## src/rtl/alu_pkg.sv

```systemverilog
// alu_pkg: shared ALU constants, flag indices, opcodes and the buffered entry layout.
package alu_pkg;
  localparam int ALU_N = 64;
  localparam int ALU_FLAG_W = 7;
  localparam int FLAG_CARRY = 0;
  localparam int FLAG_OVERFLOW = 1;
  localparam int FLAG_ZERO = 2;
  localparam int FLAG_NEGATIVE = 3;
  localparam int FLAG_PARITY = 4;
  localparam int FLAG_MODULO = 5;
  localparam int FLAG_SIGN = 6;
  localparam logic [5:0] OP_ADD = 6'd0;
  localparam logic [5:0] OP_SUB = 6'd1;
  localparam logic [5:0] OP_MUL = 6'd2;
  localparam logic [5:0] OP_GE = 6'd34;
  typedef struct packed {
    logic [5:0] sel;
    logic [ALU_N-1:0] result;
    logic [ALU_N-1:0] upper;
    logic [ALU_FLAG_W-1:0] flags;
  } alu_entry_t;
endpackage

```

## src/rtl/sync_fifo_fwft.sv

```systemverilog
// sync_fifo_fwft: first-word-fall-through FIFO with occupancy count; full/empty come from count.
module sync_fifo_fwft #(
  parameter int WIDTH = 8,
  parameter int DEPTH = 4,
  localparam int AW = $clog2(DEPTH),
  localparam int CW = AW + 1
) (
  input  logic             clk,
  input  logic             rst_n,
  input  logic             wr_valid,
  output logic             wr_ready,
  input  logic [WIDTH-1:0] wr_data,
  output logic             rd_valid,
  input  logic             rd_ready,
  output logic [WIDTH-1:0] rd_data,
  output logic [CW-1:0]    count
);
  logic [WIDTH-1:0] mem_q [DEPTH];
  logic [AW-1:0] wr_ptr_q, rd_ptr_q;
  logic [CW-1:0] count_q, count_d;
  logic push, pop;
  assign wr_ready = count_q != CW'(DEPTH);
  assign rd_valid = count_q != '0;
  assign push = wr_valid && wr_ready;
  assign pop = rd_valid && rd_ready;
  assign rd_data = mem_q[rd_ptr_q];
  assign count = count_q;
  always_comb count_d = (push && !pop) ? count_q + 1'b1 : (pop && !push) ? count_q - 1'b1 : count_q;
  always_ff @(posedge clk) begin
    if (!rst_n) begin
      for (int i = 0; i < DEPTH; i++) mem_q[i] <= '0;
      wr_ptr_q <= '0;
      rd_ptr_q <= '0;
      count_q <= '0;
    end else begin
      if (push) begin
        mem_q[wr_ptr_q] <= wr_data;
        wr_ptr_q <= wr_ptr_q + 1'b1;
      end
      if (pop) rd_ptr_q <= rd_ptr_q + 1'b1;
      count_q <= count_d;
    end
  end
endmodule

```

## src/rtl/alu_result_buffer.sv

```systemverilog
// alu_result_buffer: registered FWFT buffer of ALU results plus a clearable sticky-flag summary.
module alu_result_buffer
  import alu_pkg::*;
#(
  parameter int N = 64,
  parameter int DEPTH = 4
) (
  input  logic                    clk,
  input  logic                    rst_n,
  input  logic                    in_valid,
  output logic                    in_ready,
  input  logic [5:0]              in_sel,
  input  logic [N-1:0]            in_result,
  input  logic [N-1:0]            in_upper,
  input  logic [ALU_FLAG_W-1:0]   in_flags,
  output logic                    out_valid,
  input  logic                    out_ready,
  output logic [5:0]              out_sel,
  output logic [N-1:0]            out_result,
  output logic [N-1:0]            out_upper,
  output logic [ALU_FLAG_W-1:0]   out_flags,
  output logic [$clog2(DEPTH):0]  count,
  output logic [ALU_FLAG_W-1:0]   sticky_flags,
  input  logic                    sticky_clr
);
  localparam int W = 2 * N + 6 + ALU_FLAG_W;
  logic [W-1:0] head;
  logic [ALU_FLAG_W-1:0] sticky_q, sticky_d;
  logic push;
  sync_fifo_fwft #(.WIDTH(W), .DEPTH(DEPTH)) u_fifo (
    .clk(clk),
    .rst_n(rst_n),
    .wr_valid(in_valid),
    .wr_ready(in_ready),
    .wr_data({in_sel, in_result, in_upper, in_flags}),
    .rd_valid(out_valid),
    .rd_ready(out_ready),
    .rd_data(head),
    .count(count)
  );
  assign {out_sel, out_result, out_upper, out_flags} = head;
  assign push = in_valid && in_ready;
  assign sticky_flags = sticky_q;
  // a clear coinciding with a push keeps the pushed flags
  always_comb sticky_d = (sticky_clr ? '0 : sticky_q) | (push ? in_flags : '0);
  always_ff @(posedge clk) begin
    if (!rst_n) sticky_q <= '0;
    else sticky_q <= sticky_d;
  end
endmodule

```

## config.mk

```make
export PLATFORM = sky130hd
export DESIGN_NAME = alu_result_buffer
export DESIGN_NICKNAME = d
export VERILOG_FILES = /design/src/rtl/alu_pkg.sv /design/src/rtl/sync_fifo_fwft.sv /design/src/rtl/alu_result_buffer.sv
export SDC_FILE = /design/constraint.sdc
export NUM_CORES = 1
export LEC_CHECK = 0
export ABC_CLOCK_PERIOD_IN_PS = 15000
export CORE_MARGIN = 2
export CORE_UTILIZATION = 27
export DETAILED_ROUTE_END_ITERATION = 16
export PLACE_DENSITY = 0.49
export SLEW_MARGIN = 20
export SYNTH_ARGS = -nofsm -noshare
export SYNTH_HDL_FRONTEND = slang
export SYNTH_HIERARCHICAL = 1
export SYNTH_SLANG_ARGS = --single-unit
```

## constraint.sdc

```tcl
create_clock -name clk -period 15 [get_ports clk]
set_input_delay 1.5 -clock clk [delete_from_list [all_inputs] [get_ports clk]]
set_output_delay 1.5 -clock clk [all_outputs]
set_load 0.01 [all_outputs]
```

==> results.cfg, run 1 <==
[status]
status = finished, final reports clean

[clock_network]
post_cts.resized_instances = 0
ctsHoldBuffers = 0
cts_sinks = 580
cts_root_buffer = clkbuf_16
path_clk_slew_ps = 60
post-cts-setup-buffers = 0
numCtsBuffers = 69
htree_levels = 3
clk_path_buf_depth = 3
clk-insertion-delay-late_ps = 600
cts_tree = built

[routing]
drt-total-wl_um = 65700
vias = 13284
first_pass_iters = 7
routedWlPerCell_um = 22.0
vias_per_cell = 4.46
drc = 0
ant_nets = 0
drt_iter0_drc = 850

[cells_and_area]
fillCellCount = 8720
layout-drive-gt1-share_pct = 15.4
finalNetCount = 1890
final_core_util_pct = 34.2
areaGrowthSynthToFinish_pct = 26.0

[worst_setup_path]
crit_type = flip-flop to primary output
cp_data_arrival_time_ps = 4040
worstPathMaxFanout = 37
critPathRequiredTime_ps = 13500
startpoint_type = flip-flop
critPathCaptureType = primary output

[floorplan]
core_mm2 = 0.0914
dieWidth_um = 307
die-height_um = 307
initial_core_util_pct = 27.2
rows = 111
io_pins = 299
dieArea_mm2 = 0.0944

[logic_synthesis]
synth_edf_count = 564
synth_area_mm2 = 0.0248
synth_largest_area_cell = edfxtp_1
synth_cell_types = 34
avgSynthCellArea_um2 = 17.2
async_flop_share_pct = 0
synth_common_cells = and2_1 (569), edfxtp_1 (564), mux4_2 (141), clkbuf_1 (54), buf_2 (25)
synth_seq_cells = 580
netlist_instances = 1443
syn_nets = 1591
yosysTopAreaCellShare_pct = 68.2
ys_seq_area_share_pct = 69.5
yosysMostFrequentCell = and2_1
synth_ff_type = edfxtp_1
synthTopCellsByArea = edfxtp_1 (68%), and2_1 (14%), mux4_2 (13%), dfxtp_1 (1.3%), clkbuf_1 (0.82%)
ys_warn_count = 6

[timing]
worst_slack_ps = 9460
period_minus_slack_ps = 5540
worst_pin_slew_ps = 1000
max_freq_mhz = 181
skew_ps = 14.8
tns_ps = 0
finalSetupViolCount = 0
period_share_pct = 36.9
slew_viol_final = 0
slew_headroom_pct = 33.1
hold_violations = 0
rsz0062_at_grt = false

[placed_design]
routabilityCongestion = 0.706
place_ws_ps = 9840
dp_hpwl_um = 38600
port_buffers = 298

[global_route]
antenna_found_initial = 15
grt_overflow = 0
grt_max_degree = 78
grt_usage_pct = 13.9
grt_pass1_vias = 14521
grt_pass1_wl_um = 96700

[power]
p_leak_uw = 0.0110
report.power.total_uw = 4810
ir_drop_v = 0.0000915
p_per_area_mw_per_mm2 = 154

[min_path]
hold_path.class = flip-flop to flip-flop

[job]
max_cap_viol_count = 0
==> state kept, by name, summed over array words and instances (netlist names), named ones only <==
name	count
u_fifo/wr_ptr_q	2
u_fifo/rd_ptr_q	2
u_fifo/count	3
u_fifo/mem_q	564
sticky_flags	7
==> worst max-delay path: stages, from the launching register on <==
cell and delay [ps]:
dfxtp_4 820, buf_4 710, buf_4 720, mux4_2 590, clkdlybuf4s50_1 540
==> power by group <==
group	leakage [uW]	internal (uW)	total (uW)	switching (uW)
clock network	0.00105	920	1590	673
registers	0.00600	1980	2070	90.3
logic	0.00390	605	1140	539
==> final timing paths <==
path	startpoint	endpoint	slack (ps)	cells past startpoint
min	sticky_flags[1]$_SDFF_PN0_	sticky_flags[1]$_SDFF_PN0_	490	2
min reg2reg	sticky_flags[1]$_SDFF_PN0_	sticky_flags[1]$_SDFF_PN0_	490	2
max reg2reg	u_fifo/count[0]$_SDFFE_PN0P_	u_fifo/mem_q[1][108]$_SDFFCE_PN0P_	11470	6
max	flip-flop	out_result[19]	9460	4
==> cell families (layout without fill, tap and decap cells) <==
| family | count (synthesis) | in the layout | share of synthesized area (%) |
|---|---|---|---|
| other cells | 0 | 1 | 0 |
| buf+inv | 100 | 451 | 1.73 |
| fa+ha+maj | 2 | 2 | 0.131 |
| simple gates | 605 | 605 | 15.4 |
| xor+xnor | 4 | 4 | 0.141 |
| mux | 143 | 143 | 12.9 |
| flops | 580 | 580 | 69.5 |
| compound gates | 9 | 9 | 0.227 |
==> stage by stage <==
stage / hold WS [ps] / instance area [um2] / std cells
floorplan: 476 / 24800 / 1443
global placement: 463 / 29100 / 2857
detailed placement: 477 / 29100 / 2857
CTS: 489 / 31300 / 2980
global route: 513 / 31300 / 2980
finish: 488 / 31300 / 2981
==> routing by layer <==
layer	vias up	track usage (%)	wire length [um]
li1	5967	-	-
met1	6825	17.7	27900
met2	356	22.5	30900
met3	108	5.29	5410
met4	28	3.39	1290
met5	-	0	190
==> final cells by class <==
class	instances	area (um2)	area share, %
sequential	580	17300	55.2
tap	1186	1480	4.74
clock inverter	39	328	1.05
inverter	5	18.8	0.0600
antenna	1	2.50	0.00800
timing repair buffer	323	3170	10.1
clock buffer	84	1810	5.80
multi-input combinational	763	7190	23.0
==> placed cells by master (no fill, tap or decap), types with 8 or more instances in the layout <==
cell / synthesis / routed
and2_1: 569 / 569
buf_4: 1 / 25
clkbuf_1: 54 / 12
clkbuf_16: 0 / 69
clkdlybuf4s50_1: 0 / 298
clkinv_1: 0 / 13
clkinv_2: 0 / 13
dfxtp_1: 16 / 14
edfxtp_1: 564 / 564
mux4_2: 141 / 141
nand2_1: 9 / 9
nand3b_1: 8 / 8
(Power assumes the default switching activity.)
==> inputs of run 2 (changes only) <==
ABC_CLOCK_PERIOD_IN_PS = 5310   (was 15000)
clock period = 5.31 ns   (was 15 ns; I/O delays follow)
==> run 2 against run 1 <==
Against the previous run: sequential share of layout area decreased by 0.58 points; global-route usage is 0.12 points higher; critical path depth is 1 lower; sequential power grew to 2.8 times the previous value; core utilization increased by 0.36 points; via count barely moved; wire length is 0.41% higher; clock-buffer cell count up 5; clock skew grew 0.81 ps; register-to-register slack worse by 8900 ps; die area unchanged; critical endpoint is now out_upper[2]; largest cell class unchanged; highest routed layer unchanged.
==> results.cfg, run 2 (synthesis results as in run 1) <==
[status]
status = finished, final reports clean

[timing]
max_freq_mhz = 268
hold_violations = 0
skew_ps = 15.6
worst_pin_slew_ps = 1080
finalSetupViolCount = 0
worst_slack_ps = 1570
period_minus_slack_ps = 3740
rsz0062_at_grt = false
slew_viol_final = 0
period_share_pct = 70.3
slew_headroom_pct = 28.2

[clock_network]
numCtsBuffers = 71
path_clk_slew_ps = 60
htree_levels = 3
post-cts-setup-buffers = 0
clk-insertion-delay-late_ps = 630
cts_root_buffer = clkbuf_16
clk_path_buf_depth = 3
cts_sinks = 580
ctsHoldBuffers = 0
post_cts.resized_instances = 0
cts_tree = built

[floorplan]
dieWidth_um = 307
io_pins = 299
rows = 111
initial_core_util_pct = 27.2
die-height_um = 307
dieArea_mm2 = 0.0944
core_mm2 = 0.0914

[cells_and_area]
layout.cells.non_filler = 2981
mostFrequentLayoutCell = and2_1
largest-register = u_fifo/mem_q
finalNetCount = 1895
mostFrequentLayoutCells = and2_1 (569), edfxtp_1 (564), clkdlybuf4s50_1 (298)
largest_register_ffs = 564
layout-drive-gt1-share_pct = 15.6
areaGrowthSynthToFinish_pct = 27.4

[routing]
wl_met2_um = 31700
ant_nets = 0
vias_per_cell = 4.46
drt_iter0_drc = 751
route.met3.wl_um = 4940
drc = 0
wl_met1_um = 27800
routedWlPerCell_um = 22.1
first_pass_iters = 5
drt-total-wl_um = 66000
top_layer = met5
vias = 13290

[global_route]
grt_usage_pct = 14.0
grt_max_degree = 91
grt_pass1_wl_um = 96800
grt_pass1_vias = 14510
grt_overflow = 0
antenna_found_initial = 14

[worst_setup_path]
startpoint_type = flip-flop
critPathCaptureType = primary output
crit_type = flip-flop to primary output
cp_data_arrival_time_ps = 3200
worstPathMaxFanout = 36
worstPathCellList = buf_4, mux4_2, clkdlybuf4s50_1
crit_family = buffers and inverters
reg2reg_from = u_fifo/count[1]$_SDFFE_PN0P_
cpMaxStageDelayCell = dfxtp_4
critPathRequiredTime_ps = 4780
regToRegSetupSlack_ps = 2550
slowest_delay_ps = 950
crit_buf_inv = 2
r2r.worst_path.cells = 5
r2r_end = u_fifo/mem_q[0][122]$_SDFFCE_PN0P_

[min_path]
worstHoldEndpoint = sticky_flags[2]$_SDFF_PN0_
min_from = sticky_flags[2]$_SDFF_PN0_
hold_path.class = flip-flop to flip-flop
min_delay_path_depth = 2

[placed_design]
routabilityCongestion = 0.706
dp_hpwl_um = 35200
placed_cells_incl_taps = 2860
place_ws_ps = 1950
port_buffers = 298

[power]
ir_drop_v = 0.000270
p_leak_uw = 0.0111
report.power.total_uw = 13900
p_per_area_mw_per_mm2 = 440

[job]
max_cap_viol_count = 0
[run 2: cell types whose count changed in the layout (fill, tap and decap cells not counted), moves of 2 or more]
cell | before | now
clkinv_1 | 13 | 10
buf_4 | 25 | 14
clkinv_8 | 2 | 0
inv_16 | 2 | 0
buf_12 | 0 | 14
clkbuf_16 | 69 | 75
bufinv_16 | 3 | 6
clkinv_2 | 13 | 8
[run 2: how the worst max path moves through the flow]
stage / start / end / slack (ps) / cells past startpoint
after floorplan: u_fifo/count[0]$_SDFFE_PN0P_ / u_fifo/mem_q[0][0]$_SDFFCE_PN0P_ / -2520 / 4
after global placement: rst_n / u_fifo/mem_q[0][121]$_SDFFCE_PN0P_ / 1980 / 5
after detailed placement: rst_n / u_fifo/mem_q[0][62]$_SDFFCE_PN0P_ / 1950 / 5
after CTS: flip-flop / out_upper[7] / 1370 / 3
after global routing: flip-flop / out_upper[18] / 1290 / 3
final: flip-flop / out_upper[2] / 1570 / 3
[run 2: report_power, final]
part           leakage, uW  internal (uW)  switching (uW)
registers          0.00600           5590             256
clock network      0.00111           2890            1890
logic              0.00398           1760            1530
total               0.0111          10200            3680
[run 2: worst min-delay path: stages (launching register included)]
cell and delay, ps:
dfxtp_1 310, nand3b_1 70, nand2_1 50
[run 2: area by class of cell]
class	instances	area (um2)
Clock buffer	89	1960
Inverter	5	18.8
Fill cell	8752	59800
Tap cell	1186	1480
Timing Repair Buffer	326	3370
Multi-Input combinational cell	763	7190
Clock inverter	31	317
Sequential cell	580	17300
Antenna cell	1	2.50
[run 2: per-layer routing]
layer / up-vias / track usage [%]
met5: - / 0
met4: 26 / 3.72
met3: 110 / 5.27
met2: 312 / 23.2
met1: 6870 / 17.3
li1: 5972 / -
[run 2: metrics by stage]
| step | util, % | hold WS [ps] | setup TNS (ps) | area (um2) |
|---|---|---|---|---|
| after floorplan | - | 476 | -1416780 | 24800 |
| after global placement | 32.1 | 464 | 0 | 29300 |
| after detailed placement | 32.1 | 467 | 0 | 29300 |
| after CTS | 34.6 | 475 | 0 | 31600 |
| after global routing | 34.6 | 498 | 0 | 31600 |
| final | 34.6 | 472 | 0 | 31600 |
==> inputs of run 3 (changes only) <==
ABC_CLOCK_PERIOD_IN_PS = 3170   (was 5310)
PLACE_DENSITY = 0.5   (was 0.49)
clock period = 3.17 ns   (was 5.31 ns; I/O delays follow)
==> run 3 against run 2 <==
Against the previous run: first-iteration DRC count is 14% lower; total power is 66% higher; worst setup slack worse by 1300 ps; flip-flop and latch count stayed put; die area stayed put; sequential power is 65% higher; combinational power is 82% higher; via count is 0.74% higher; final area is 0.82% higher; sequential share of layout area is 0.43 points lower; clock power is 56% higher; global-route usage hardly changed; largest cell class unchanged; largest power group unchanged.
==> results.cfg, run 3 (synthesis results as in run 1) <==
[placed_design]
dp_hpwl_um = 37400
routabilityCongestion = 0.703
port_buffers = 298
place_ws_ps = 613
placed_cells_incl_taps = 2875

[cells_and_area]
final_core_util_pct = 34.9
fillCellCount = 8761
largest_register_ffs = 564
areaGrowthSynthToFinish_pct = 28.4
largest-register = u_fifo/mem_q
mostFrequentLayoutCell = and2_1
mostFrequentLayoutCells = and2_1 (569), edfxtp_1 (564), clkdlybuf4s50_1 (298)
layout-drive-gt1-share_pct = 16.8
finalNetCount = 1920
layout.cells.non_filler = 3010

[routing]
drc = 0
drt_iter0_drc = 646
vias_per_cell = 4.45
first_pass_iters = 5
ant_nets = 0
drt-total-wl_um = 66600
vias = 13389
routedWlPerCell_um = 22.1

[worst_setup_path]
slowest_delay_ps = 570
r2r.worst_path.cells = 10
worstPathMaxFanout = 14
regToRegSetupSlack_ps = 810
critPathCaptureType = primary output
r2r_end = u_fifo/count[2]$_SDFFE_PN0P_
critPathRequiredTime_ps = 2850
startpoint_type = flip-flop
crit_type = flip-flop to primary output
reg2reg_from = u_fifo/count[2]$_SDFFE_PN0P_
cp_data_arrival_time_ps = 2560
crit_family = buffers and inverters
cpMaxStageDelayCell = clkdlybuf4s50_1
crit_buf_inv = 3
worstPathCellList = buf_4, buf_12, mux4_2, clkdlybuf4s50_1

[clock_network]
clk_path_buf_depth = 3
htree_levels = 3
clk-insertion-delay-late_ps = 600
cts_sinks = 580
post_cts.resized_instances = 0
path_clk_slew_ps = 60
post-cts-setup-buffers = 0
numCtsBuffers = 70
cts_root_buffer = clkbuf_16
cts_tree = built
ctsHoldBuffers = 0

[floorplan]
die-height_um = 307
io_pins = 299
dieWidth_um = 307
initial_core_util_pct = 27.2
dieArea_mm2 = 0.0944
rows = 111
core_mm2 = 0.0914

[global_route]
grt_max_degree = 81
grt_pass1_wl_um = 96700
use_met3_pct = 4.38
grt_use_met1_pct = 18.0
antenna_found_initial = 14
grt_usage_pct = 14.0
grt_pass1_vias = 14255
grt.busiest_layer = met2
grt_overflow = 0
use_met2_pct = 22.9

[timing]
finalSetupViolCount = 0
worst_pin_slew_ps = 584
max_freq_mhz = 348
hold_violations = 0
slew_headroom_pct = 61.0
hold_ws_ps = 377
worst_slack_ps = 294
rsz0062_at_grt = false
period_minus_slack_ps = 2880
slew_viol_final = 0
skew_ps = 16.7
period_share_pct = 90.7

[min_path]
min_from = in_flags[2]
hold_path.class = input port to flip-flop
worstHoldEndpoint = sticky_flags[2]$_SDFF_PN0_
min_delay_path_depth = 3

[power]
p_per_area_mw_per_mm2 = 724
ir_drop_v = 0.000391
p_leak_uw = 0.0112

[status]
status = finished, final reports clean

[job]
max_cap_viol_count = 0
[run 3: changes by cell type in the layout (fill, tap and decap cells not counted), moves of 2 or more]
| cell | before | now |
|---|---|---|
| clkinv_1 | 10 | 8 |
| clkbuf_16 | 75 | 72 |
| dfxtp_1 | 14 | 10 |
| clkbuf_8 | 3 | 1 |
| bufinv_16 | 6 | 1 |
| clkinv_2 | 8 | 11 |
| buf_12 | 14 | 32 |
| buf_4 | 14 | 22 |
| clkbuf_1 | 11 | 22 |
| clkinv_4 | 1 | 3 |
| dfxtp_2 | 0 | 4 |
[run 3: worst max-delay path by stage]
stage / endpoint / cells after the start
final: out_upper[33] / 4
after global routing: out_upper[27] / 4
after CTS: out_upper[21] / 3
after detailed placement: u_fifo/mem_q[2][124]$_SDFFCE_PN0P_ / 7
after global placement: u_fifo/mem_q[0][86]$_SDFFCE_PN0P_ / 6
after floorplan: u_fifo/mem_q[3][0]$_DFFE_PP_ / 4
[run 3: through the flow]
stage          total power, uW  cell area, um2  setup TNS [ps]
6_report                 23100           31900               0
2_1_floorplan            12700           24900         -189820
4_1_cts                  23500           31800               0
3_5_place_dp             15900           29700               0
3_3_place_gp             15800           29700               0
5_1_grt                  24100           31900               0
[run 3: area by class of cell]
cell class                      instances  area (um2)  share of cell area, %
Antenna cell                            1        2.50                0.00785
Timing Repair Buffer                  352        3790                   11.9
Multi-Input combinational cell        763        7210                   22.6
Tap cell                             1186        1480                   4.66
Clock inverter                         28         191                  0.601
Inverter                                5        21.3                 0.0668
Sequential cell                       580       17300                   54.2
Clock buffer                           95        1900                   5.96
[run 3: metal layers]
metal / vias to the layer above / wire length, um
met4: 28 / 1580
met3: 121 / 4680
met5: - / 199
li1: 6028 / -
met2: 326 / 31500
met1: 6886 / 28700
[run 3: where the power goes]
group | internal [uW] | switching (uW)
Sequential | 9360 | 251
Combinational | 3180 | 2830
Clock | 4280 | 3170
Total | 16800 | 6260
[run 3: worst reg2reg max path, delay by kind of cell (launching register included)]
kind	cells	cell delay [ps]
xor+xnor	1	70
flops	1	380
fa+ha+maj	2	410
buf+inv	3	310
compound gates	1	150
simple gates	3	970
